**config.mk**
```make
export PLATFORM = sky130hd
export DESIGN_NAME = mdom_wvb_hdr_reader
export DESIGN_NICKNAME = d
export VERILOG_FILES = /design/src/rtl/mdom_wvb_hdr_pkg.sv /design/src/rtl/mdom_wvb_hdr_bundle_fan_out.sv /design/src/rtl/mdom_wvb_hdr_reader.sv
export SDC_FILE = /design/constraint.sdc
export NUM_CORES = 1
export LEC_CHECK = 0
export CELL_PAD_IN_SITES_DETAIL_PLACEMENT = 1
export CELL_PAD_IN_SITES_GLOBAL_PLACEMENT = 2
export CORE_AREA = 2 2 142 110
export CTS_BUF_LIST = sky130_fd_sc_hd__clkbuf_8
export CTS_CLUSTER_DIAMETER = 100
export CTS_CLUSTER_SIZE = 24
export DETAILED_ROUTE_END_ITERATION = 7
export DIE_AREA = 0 0 144 112
export PLACE_DENSITY = 0.85
export SYNTH_ARGS = -nofsm -noshare
export SYNTH_HDL_FRONTEND = slang
export SYNTH_SLANG_ARGS = --single-unit
export TNS_END_PERCENT = 30
```
**constraint.sdc**
```tcl
create_clock -name clk -period 3.9 [get_ports clk]
set_clock_uncertainty 0.1 [all_clocks]
set_input_delay 0.585 -clock clk [delete_from_list [all_inputs] [get_ports clk]]
set_output_delay 0.585 -clock clk [all_outputs]
set_load 0.01 [all_outputs]
```
**src/rtl/mdom_wvb_hdr_pkg.sv**
```systemverilog
`default_nettype none
// ============================================================================
// Module      : mdom_wvb_hdr_pkg
// Description : Shared constants for the waveform-buffer header reader:
//               bundle width, field widths/offsets, words per header and
//               FSM state encoding.
// Revision    : 1.0 - initial release
// ============================================================================
package mdom_wvb_hdr_pkg;

    // Bundle geometry (inverse of the header fan-in packing)
    localparam int c_bundle_w  = 79;

    localparam int c_ltc_w     = 49;
    localparam int c_ltc_lsb   = 0;
    localparam int c_start_w   = 11;
    localparam int c_start_lsb = 49;
    localparam int c_stop_w    = 11;
    localparam int c_stop_lsb  = 60;
    localparam int c_trig_w    = 2;
    localparam int c_trig_lsb  = 71;
    localparam int c_cnst_lsb  = 73;
    localparam int c_pre_w     = 5;
    localparam int c_pre_lsb   = 74;

    // Stream geometry
    localparam int c_word_w        = 16;
    localparam int c_n_words_base  = 6;
    localparam int c_n_words_len   = 7;
    localparam int c_widx_w        = 3;

    // Reader FSM encoding
    localparam int         c_state_w  = 2;
    localparam logic [1:0] c_st_idle  = 2'd0;
    localparam logic [1:0] c_st_rd    = 2'd1;
    localparam logic [1:0] c_st_cap   = 2'd2;
    localparam logic [1:0] c_st_send  = 2'd3;

endpackage
`default_nettype wire

```
**src/rtl/mdom_wvb_hdr_bundle_fan_out.sv**
```systemverilog
`default_nettype none
// ============================================================================
// Module      : mdom_wvb_hdr_bundle_fan_out
// Description : Purely combinational slicing of a 79-bit header bundle into
//               its fields; exact inverse of the header fan-in.
// Revision    : 1.0 - initial release
// ============================================================================
module mdom_wvb_hdr_bundle_fan_out
    import mdom_wvb_hdr_pkg::*;
(
    input  logic [c_bundle_w-1:0] i_bundle,
    output logic [c_ltc_w-1:0]    o_evt_ltc,
    output logic [c_start_w-1:0]  o_start_addr,
    output logic [c_stop_w-1:0]   o_stop_addr,
    output logic [c_trig_w-1:0]   o_trig_src,
    output logic                  o_cnst_run,
    output logic [c_pre_w-1:0]    o_pre_conf
);

    assign o_evt_ltc    = i_bundle[c_ltc_lsb   +: c_ltc_w];
    assign o_start_addr = i_bundle[c_start_lsb +: c_start_w];
    assign o_stop_addr  = i_bundle[c_stop_lsb  +: c_stop_w];
    assign o_trig_src   = i_bundle[c_trig_lsb  +: c_trig_w];
    assign o_cnst_run   = i_bundle[c_cnst_lsb];
    assign o_pre_conf   = i_bundle[c_pre_lsb   +: c_pre_w];

endmodule
`default_nettype wire

```
**src/rtl/mdom_wvb_hdr_reader.sv**
```systemverilog
`default_nettype none
// ============================================================================
// Module      : mdom_wvb_hdr_reader
// Description : Pops one header bundle from the header FIFO, registers its
//               fields and streams them as fixed 16-bit words on a
//               valid/ready interface.
//               Optional macro MDOM_WVB_HDR_LEN_WORD_EN appends a seventh
//               word carrying the waveform length.
// Revision    : 1.0 - initial release
// ============================================================================
module mdom_wvb_hdr_reader
    import mdom_wvb_hdr_pkg::*;
#(
    parameter int N_WORDS_BASE = c_n_words_base
) (
    input  logic                  clk,
    input  logic                  rst,
    input  logic                  hdr_empty,
    output logic                  hdr_rdreq,
    input  logic [c_bundle_w-1:0] hdr_bundle,
    output logic [c_word_w-1:0]   dout,
    output logic                  dout_valid,
    input  logic                  dout_ready,
    output logic                  dout_last,
    output logic [c_ltc_w-1:0]    evt_ltc,
    output logic [c_start_w-1:0]  start_addr,
    output logic [c_stop_w-1:0]   stop_addr,
    output logic [c_trig_w-1:0]   trig_src,
    output logic                  cnst_run,
    output logic [c_pre_w-1:0]    pre_conf,
    output logic                  busy
);

`ifdef MDOM_WVB_HDR_LEN_WORD_EN
    localparam int c_n_words = N_WORDS_BASE + 1;
`else
    localparam int c_n_words = N_WORDS_BASE;
`endif
    localparam logic [c_widx_w-1:0] c_last_idx = c_widx_w'(c_n_words - 1);

    logic [c_state_w-1:0] r_state;
    logic [c_state_w-1:0] w_state_nxt;
    logic [c_widx_w-1:0]  r_widx;
    logic [c_word_w-1:0]  w_word;

    logic [c_ltc_w-1:0]   w_evt_ltc,    r_evt_ltc;
    logic [c_start_w-1:0] w_start_addr, r_start_addr;
    logic [c_stop_w-1:0]  w_stop_addr,  r_stop_addr;
    logic [c_trig_w-1:0]  w_trig_src,   r_trig_src;
    logic                 w_cnst_run,   r_cnst_run;
    logic [c_pre_w-1:0]   w_pre_conf,   r_pre_conf;

    mdom_wvb_hdr_bundle_fan_out u_fan_out (
        .i_bundle     (hdr_bundle),
        .o_evt_ltc    (w_evt_ltc),
        .o_start_addr (w_start_addr),
        .o_stop_addr  (w_stop_addr),
        .o_trig_src   (w_trig_src),
        .o_cnst_run   (w_cnst_run),
        .o_pre_conf   (w_pre_conf)
    );

    // State register; reset aborts any header in flight
    always_ff @(posedge clk) begin
        if (rst) r_state <= c_st_idle;
        else     r_state <= w_state_nxt;
    end

    // Next state: one FIFO pop per header, leave SEND on last-word transfer
    always_comb begin
        w_state_nxt = r_state;
        case (r_state)
            c_st_idle: if (!hdr_empty) w_state_nxt = c_st_rd;
            c_st_rd:   w_state_nxt = c_st_cap;
            c_st_cap:  w_state_nxt = c_st_send;
            c_st_send: if (dout_ready && (r_widx == c_last_idx)) w_state_nxt = c_st_idle;
            default:   w_state_nxt = c_st_idle;
        endcase
    end

    // Capture fields in CAP (FIFO data is valid the cycle after rdreq); step word index on transfer
    always_ff @(posedge clk) begin
        if (rst) begin
            r_widx       <= '0;
            r_evt_ltc    <= '0;
            r_start_addr <= '0;
            r_stop_addr  <= '0;
            r_trig_src   <= '0;
            r_cnst_run   <= 1'b0;
            r_pre_conf   <= '0;
        end else if (r_state == c_st_cap) begin
            r_widx       <= '0;
            r_evt_ltc    <= w_evt_ltc;
            r_start_addr <= w_start_addr;
            r_stop_addr  <= w_stop_addr;
            r_trig_src   <= w_trig_src;
            r_cnst_run   <= w_cnst_run;
            r_pre_conf   <= w_pre_conf;
        end else if ((r_state == c_st_send) && dout_ready) begin
            r_widx <= r_widx + 1'b1;
        end
    end

`ifdef MDOM_WVB_HDR_LEN_WORD_EN
    // 11-bit wrap-around distance, zero-extended before +1 so the range is 1..2048
    logic [c_stop_w-1:0] w_len_diff;
    logic [11:0]         w_wfm_len;
    assign w_len_diff = r_stop_addr - r_start_addr;
    assign w_wfm_len  = {1'b0, w_len_diff} + 12'd1;
`endif

    // Word selection from the held field registers; stable while stalled
    always_comb begin
        w_word = '0;
        case (r_widx)
            3'd0:    w_word = {r_pre_conf, r_cnst_run, r_trig_src, 7'b0, r_evt_ltc[48]};
            3'd1:    w_word = r_evt_ltc[47:32];
            3'd2:    w_word = r_evt_ltc[31:16];
            3'd3:    w_word = r_evt_ltc[15:0];
            3'd4:    w_word = {5'b0, r_start_addr};
            3'd5:    w_word = {5'b0, r_stop_addr};
`ifdef MDOM_WVB_HDR_LEN_WORD_EN
            3'd6:    w_word = {4'b0, w_wfm_len};
`endif
            default: w_word = '0;
        endcase
    end

    // Outputs decoded from state only, so dout_valid has no path from dout_ready
    always_comb begin
        hdr_rdreq  = 1'b0;
        dout_valid = 1'b0;
        dout_last  = 1'b0;
        busy       = 1'b0;
        dout       = '0;
        case (r_state)
            c_st_rd: begin
                hdr_rdreq = 1'b1;
                busy      = 1'b1;
            end
            c_st_cap: busy = 1'b1;
            c_st_send: begin
                busy       = 1'b1;
                dout_valid = 1'b1;
                dout       = w_word;
                dout_last  = (r_widx == c_last_idx);
            end
            default: ;
        endcase
    end

    assign evt_ltc    = r_evt_ltc;
    assign start_addr = r_start_addr;
    assign stop_addr  = r_stop_addr;
    assign trig_src   = r_trig_src;
    assign cnst_run   = r_cnst_run;
    assign pre_conf   = r_pre_conf;

endmodule
`default_nettype wire

```
==> impl_metrics.py, run 1 <==
metrics = {
    "yosys": {
        "synth_seq_area_share": 0.447,
        "synth.cell_area_um2": 3760,
        "synth-seq-cells": 84,
        "syn_inst": 373,
        "avgSynthCellArea_um2": 10.1,
        "synthesis.nets": 467,
        "ys_types": 32,
        "ys_warn_count": 0,
    },
    "layout": {
        "layout_commonest_cell": "clkdlybuf4s50_1",
        "final_cell_mix": "180 x clkdlybuf4s50_1, 84 x nor2_1, 84 x dfxtp_1",
        "nets": 634,
        "n_antenna_cell": 0,
        "drive_gt1_frac": 0.0642,
        "area_growth_pct": 57.9,
        "finalNonFillerCells": 750,
    },
    "worst_setup_path": {
        "critPathLaunchType": "flip-flop",
        "path_class": "flip-flop to output port",
        "crit_required_ns": 3.21,
        "cp_slowest_stage_delay_ns": 0.85,
        "critical_path.cell_chain": "inv_1 > ha_1 > o41ai_4 > a31oi_1 > clkdlybuf4s50_1",
        "arrival_ns": 2.79,
        "endpoint_kind": "output port",
        "crit_fanout": 22,
        "cpMaxStageDelayCell": "o41ai_4",
    },
    "run": {
        "drv_cap": 0,
    },
    "timing": {
        "tightest_slew_ns": 1.02,
        "hold_ws_ns": 0.433,
        "setup_viol": 0,
        "fmax_mhz": 288,
        "drv_slew": 0,
        "finalCritPeriodShare": 0.890,
        "period_minus_slack_ns": 3.47,
        "hold_violations": 0,
        "rsz0062_at_grt": "false",
        "fin_tns_setup_ns": 0,
        "max_slew_margin": 0.320,
    },
    "run_status": {
        "status": "complete, no violations",
    },
    "clocking": {
        "clk_path_buf_depth": 2,
        "h-tree-depth": 3,
        "cts-buffers-inserted": 9,
        "cts_tree": "built",
        "clkTransAtPathRegs_ns": 0.08,
        "clk_latency_ns": 0.35,
        "clock_sinks": 84,
        "post_cts_buffers": 0,
        "cts_resized": 0,
        "cts_hold_buf": 0,
        "cts_root_buf": "clkbuf_8",
    },
    "global_routing": {
        "grt_max_degree": 57,
        "grt_first_pass_wirelength_um": 20900,
        "first_global_vias": 3580,
        "track_usage": 0.172,
        "antenna_found_initial": 0,
        "grt_overflow": 0,
    },
    "route": {
        "wl_per_cell_um": 18.6,
        "via_per_inst": 4.52,
        "num_vias": 3391,
        "dr.pass1.iters": 4,
        "ant_nets": 0,
        "drc": 0,
        "routed_wl_um": 13900,
        "drt_iter0_drc": 147,
    },
    "min_path": {
        "hp-class": "flip-flop to flip-flop",
    },
    "floorplan": {
        "ios": 182,
        "core-area_um2": 14800,
        "die_area_um2": 16100,
        "start_util": 0.255,
        "die_y_um": 112,
        "row_count": 39,
        "die_w_um": 144,
    },
    "placed_design": {
        "dp_hpwl_um": 10800,
        "place_congestion": 0.811,
        "dp_cells": 734,
        "port_buffers": 181,
    },
    "power": {
        "total_power_mw": 3.25,
        "p_leak_nw": 2.06,
        "vdd_drop_max_mv": 0.236,
        "p_per_area_nw_per_um2": 548,
    },
}
flip-flops by register name, summed over array words and instances (netlist names):
register,cells
trig_src,2
r_state,2
r_widx,3
cnst_run,1
stop_addr,11
start_addr,11
evt_ltc,49
pre_conf,5
per-layer routing:
| metal | global-route usage | share of wire | routed length, um | up-vias |
|---|---|---|---|---|
| li1 | - | - | - | 1641 |
| met1 | 0.248 | 0.49 | 6770 | 1611 |
| met2 | 0.253 | 0.43 | 6050 | 124 |
| met3 | 0.0409 | 0.066 | 921 | 15 |
| met4 | 0.0529 | 0.014 | 191 | 0 |
| met5 | 0 | 0 | 0 | - |
metrics by stage:
| step | area, um^2 | util | setup slack [ns] |
|---|---|---|---|
| finish | 5940 | 0.402 | 0.428 |
| CTS | 5940 | 0.402 | 0.377 |
| floorplan | 3760 | - | 1.58 |
| global placement | 5720 | 0.387 | 0.908 |
| detailed placement | 5720 | 0.387 | 0.790 |
| global route | 5940 | 0.402 | 0.222 |
power by group:
group | internal (mW) | switching [mW] | leakage (nW) | total [mW]
sequential | 1.04 | 0.184 | 0.682 | 1.22
combinational | 0.730 | 0.600 | 1.26 | 1.33
clock | 0.378 | 0.322 | 0.114 | 0.700
total | 2.15 | 1.11 | 2.06 | 3.25
kinds of logic after synthesis:
logic type | Yosys count | share of synthesized area
AO/OA/AOI/OAI | 40 | 0.0970
XOR/XNOR | 1 | 0.00233
adder cells (fa/ha/maj) | 11 | 0.0366
buffers and inverters | 36 | 0.0508
flip-flops | 84 | 0.447
multiplexers | 93 | 0.251
AND/OR/NAND/NOR | 108 | 0.116
worst max-delay path, delay by kind of cell, from the launching register on:
kind	cells	cell delay [ns]
compound gates	2	0.97
fa+ha+maj	1	0.48
buf+inv	2	0.60
flops	1	0.38
cells in the mapped netlist (all sizes together):
library cell   n  share of area
dfxtp         84           0.45
nor2          84          0.084
mux2i         83           0.22
buf           18          0.033
a222oi        13          0.035
nand2         13          0.013
clkbuf        11          0.011
ha            11          0.037
mux2          10          0.030
inv            7         0.0070
a21oi          5         0.0066
a2bb2oi        5          0.012
a21boi         3         0.0060
a22o           3         0.0070
a32oi          3         0.0070
nand2b         3         0.0050
a22oi          2         0.0053
a31oi          2         0.0033
and2           2         0.0033
and3           2         0.0033
nor3           2         0.0027
a2111oi        1         0.0040
nand3          1         0.0013
nor2b          1         0.0037
o21bai         1         0.0020
o221ai         1         0.0023
o41ai          1         0.0073
xnor2          1         0.0023
worst paths after layout:
kind / start / to / slack [ns] / depth (start not counted)
max: r_widx[1] / dout[1] / 0.43 / 5
min: evt_ltc[2] / evt_ltc[2] / 0.43 / 2
max reg2reg: r_state[0] / stop_addr[10] / 1.81 / 5
min reg2reg: evt_ltc[2] / evt_ltc[2] / 0.43 / 2
cell type report:
cell class / instances / area (um^2)
clock buffers: 10 / 138
clock inverters: 6 / 88.8
fillers: 1658 / 8840
inverters: 7 / 26.3
multi-input cells: 253 / 1900
flip-flops and latches: 84 / 1680
well taps: 205 / 256
repair buffers: 185 / 1850
Power figures use the tool's default switching activity.
==> inputs of run 2 (changes only) <==
Settings changed: PLACE_DENSITY 0.85 to 0.91, SKIP_CTS_REPAIR_TIMING from default to 1, SKIP_LAST_GASP from default to 1.
==> impl_metrics.py, run 2 (synthesized netlist as in run 1, its figures left out) <==
metrics = {
    "clocking": {
        "h-tree-depth": 3,
        "clk_path_buf_depth": 2,
        "clkTransAtPathRegs_ns": 0.08,
        "cts-buffers-inserted": 9,
        "clk_latency_ns": 0.35,
        "cts_tree": "built",
        "cts_root_buf": "clkbuf_8",
        "clock_sinks": 84,
    },
    "floorplan": {
        "die_area_um2": 16100,
        "start_util": 0.255,
        "die_w_um": 144,
        "die_y_um": 112,
        "ios": 182,
        "row_count": 39,
        "core-area_um2": 14800,
    },
    "timing": {
        "fmax_mhz": 285,
        "drv_slew": 0,
        "rsz0062_at_grt": "false",
        "max_slew_margin": 0.381,
        "setup_viol": 0,
        "fin_tns_setup_ns": 0,
        "tightest_slew_ns": 0.929,
        "hold_ws_ns": 0.420,
        "hold_violations": 0,
        "period_minus_slack_ns": 3.50,
        "layout_setup_ws_ns": 0.396,
        "finalCritPeriodShare": 0.898,
    },
    "global_routing": {
        "first_global_vias": 3614,
        "grt_overflow": 0,
        "track_usage": 0.174,
        "grt_max_degree": 52,
        "grt_first_pass_wirelength_um": 21200,
        "antenna_found_initial": 0,
    },
    "placed_design": {
        "dp_cells": 735,
        "placed_cell_area_um2": 5710,
        "dp_hpwl_um": 10900,
        "place_congestion": 0.825,
        "dp_slack_ns": 0.780,
        "port_buffers": 181,
    },
    "run_status": {
        "status": "complete, no violations",
    },
    "power": {
        "vdd_drop_max_mv": 0.242,
        "total_power_mw": 3.18,
        "p_per_area_nw_per_um2": 538,
        "p_leak_nw": 2.04,
    },
    "worst_setup_path": {
        "critPathLaunchType": "flip-flop",
        "crit_required_ns": 3.21,
        "arrival_ns": 2.82,
        "r2r_setup_slack_ns": 1.61,
        "crit_fanout": 22,
        "endpoint_kind": "output port",
        "worstRegToRegCells": 5,
        "path_class": "flip-flop to output port",
    },
    "route": {
        "wl_per_cell_um": 18.7,
        "drt_iter0_drc": 156,
        "num_vias": 3482,
        "drc": 0,
        "routed_wl_um": 14000,
        "via_per_inst": 4.64,
        "ant_nets": 0,
        "dr.pass1.iters": 5,
    },
    "min_path": {
        "hp-class": "primary input to flip-flop",
        "hold_depth": 2,
    },
    "layout": {
        "seqCellArea_um2": 1680,
        "nets": 635,
        "stdcell_area_um2": 5900,
        "layout_commonest_cell": "clkdlybuf4s50_1",
        "multiInputGateArea_um2": 1900,
        "final_cell_mix": "180 x clkdlybuf4s50_1, 84 x nor2_1, 84 x dfxtp_1",
        "largest_reg_flops": 49,
        "drive_gt1_frac": 0.0642,
        "fin_util": 0.399,
        "n_fill_cell": 1666,
        "n_antenna_cell": 0,
        "finalNonFillerCells": 750,
        "area_growth_pct": 56.8,
    },
    "run": {
        "drv_cap": 0,
    },
}
run 2: cell count changes in the layout (fill, tap and decap cells not counted):
cell,before,now
buf_12,1,0
bufinv_16,2,1
clkinv_2,0,1
clkinv_4,2,0
buf_4,3,5
clkinvlp_4,1,2
run 2: metal layers:
metal / routed length [um] / track usage
met5: 0 / 0
met4: 177 / 0.0425
met3: 756 / 0.0417
met2: 6120 / 0.263
met1: 6990 / 0.250
run 2: worst max-delay path, cell delays in order (launching register included):
cell and delay, ns:
dfxtp_1 0.39, inv_1 0.08, ha_1 0.49, o41ai_4 0.84, nor2_1 0.15, clkdlybuf4s50_1 0.52
run 2: area by class of cell:
type / instances / area share
clock buffers: 10 / 0.0233
inverters: 7 / 0.00445
clock inverters: 5 / 0.00911
well taps: 205 / 0.0434
repair buffers: 186 / 0.312
flip-flops and latches: 84 / 0.285
multi-input cells: 253 / 0.323
run 2: path summary, 6_finish.rpt:
check / startpoint / endpoint
worst max-delay path: r_widx[1] / dout[11]
worst min-delay path: rst / evt_ltc[14]
worst max register to register: r_state[0] / evt_ltc[38]
worst min register to register: start_addr[3] / start_addr[3]
run 2: power breakdown:
group	internal, mW	total, mW	leakage [nW]	switching, mW
Clock	0.307	0.615	0.0956	0.309
Sequential	1.04	1.23	0.682	0.190
Combinational	0.729	1.33	1.27	0.604
==> inputs of run 3 (changes only) <==
Settings changed: CTS_CLUSTER_SIZE 24 to 28.
==> results of run 3 <==
Final layout, timing and power as in run 2 (identical DEF).
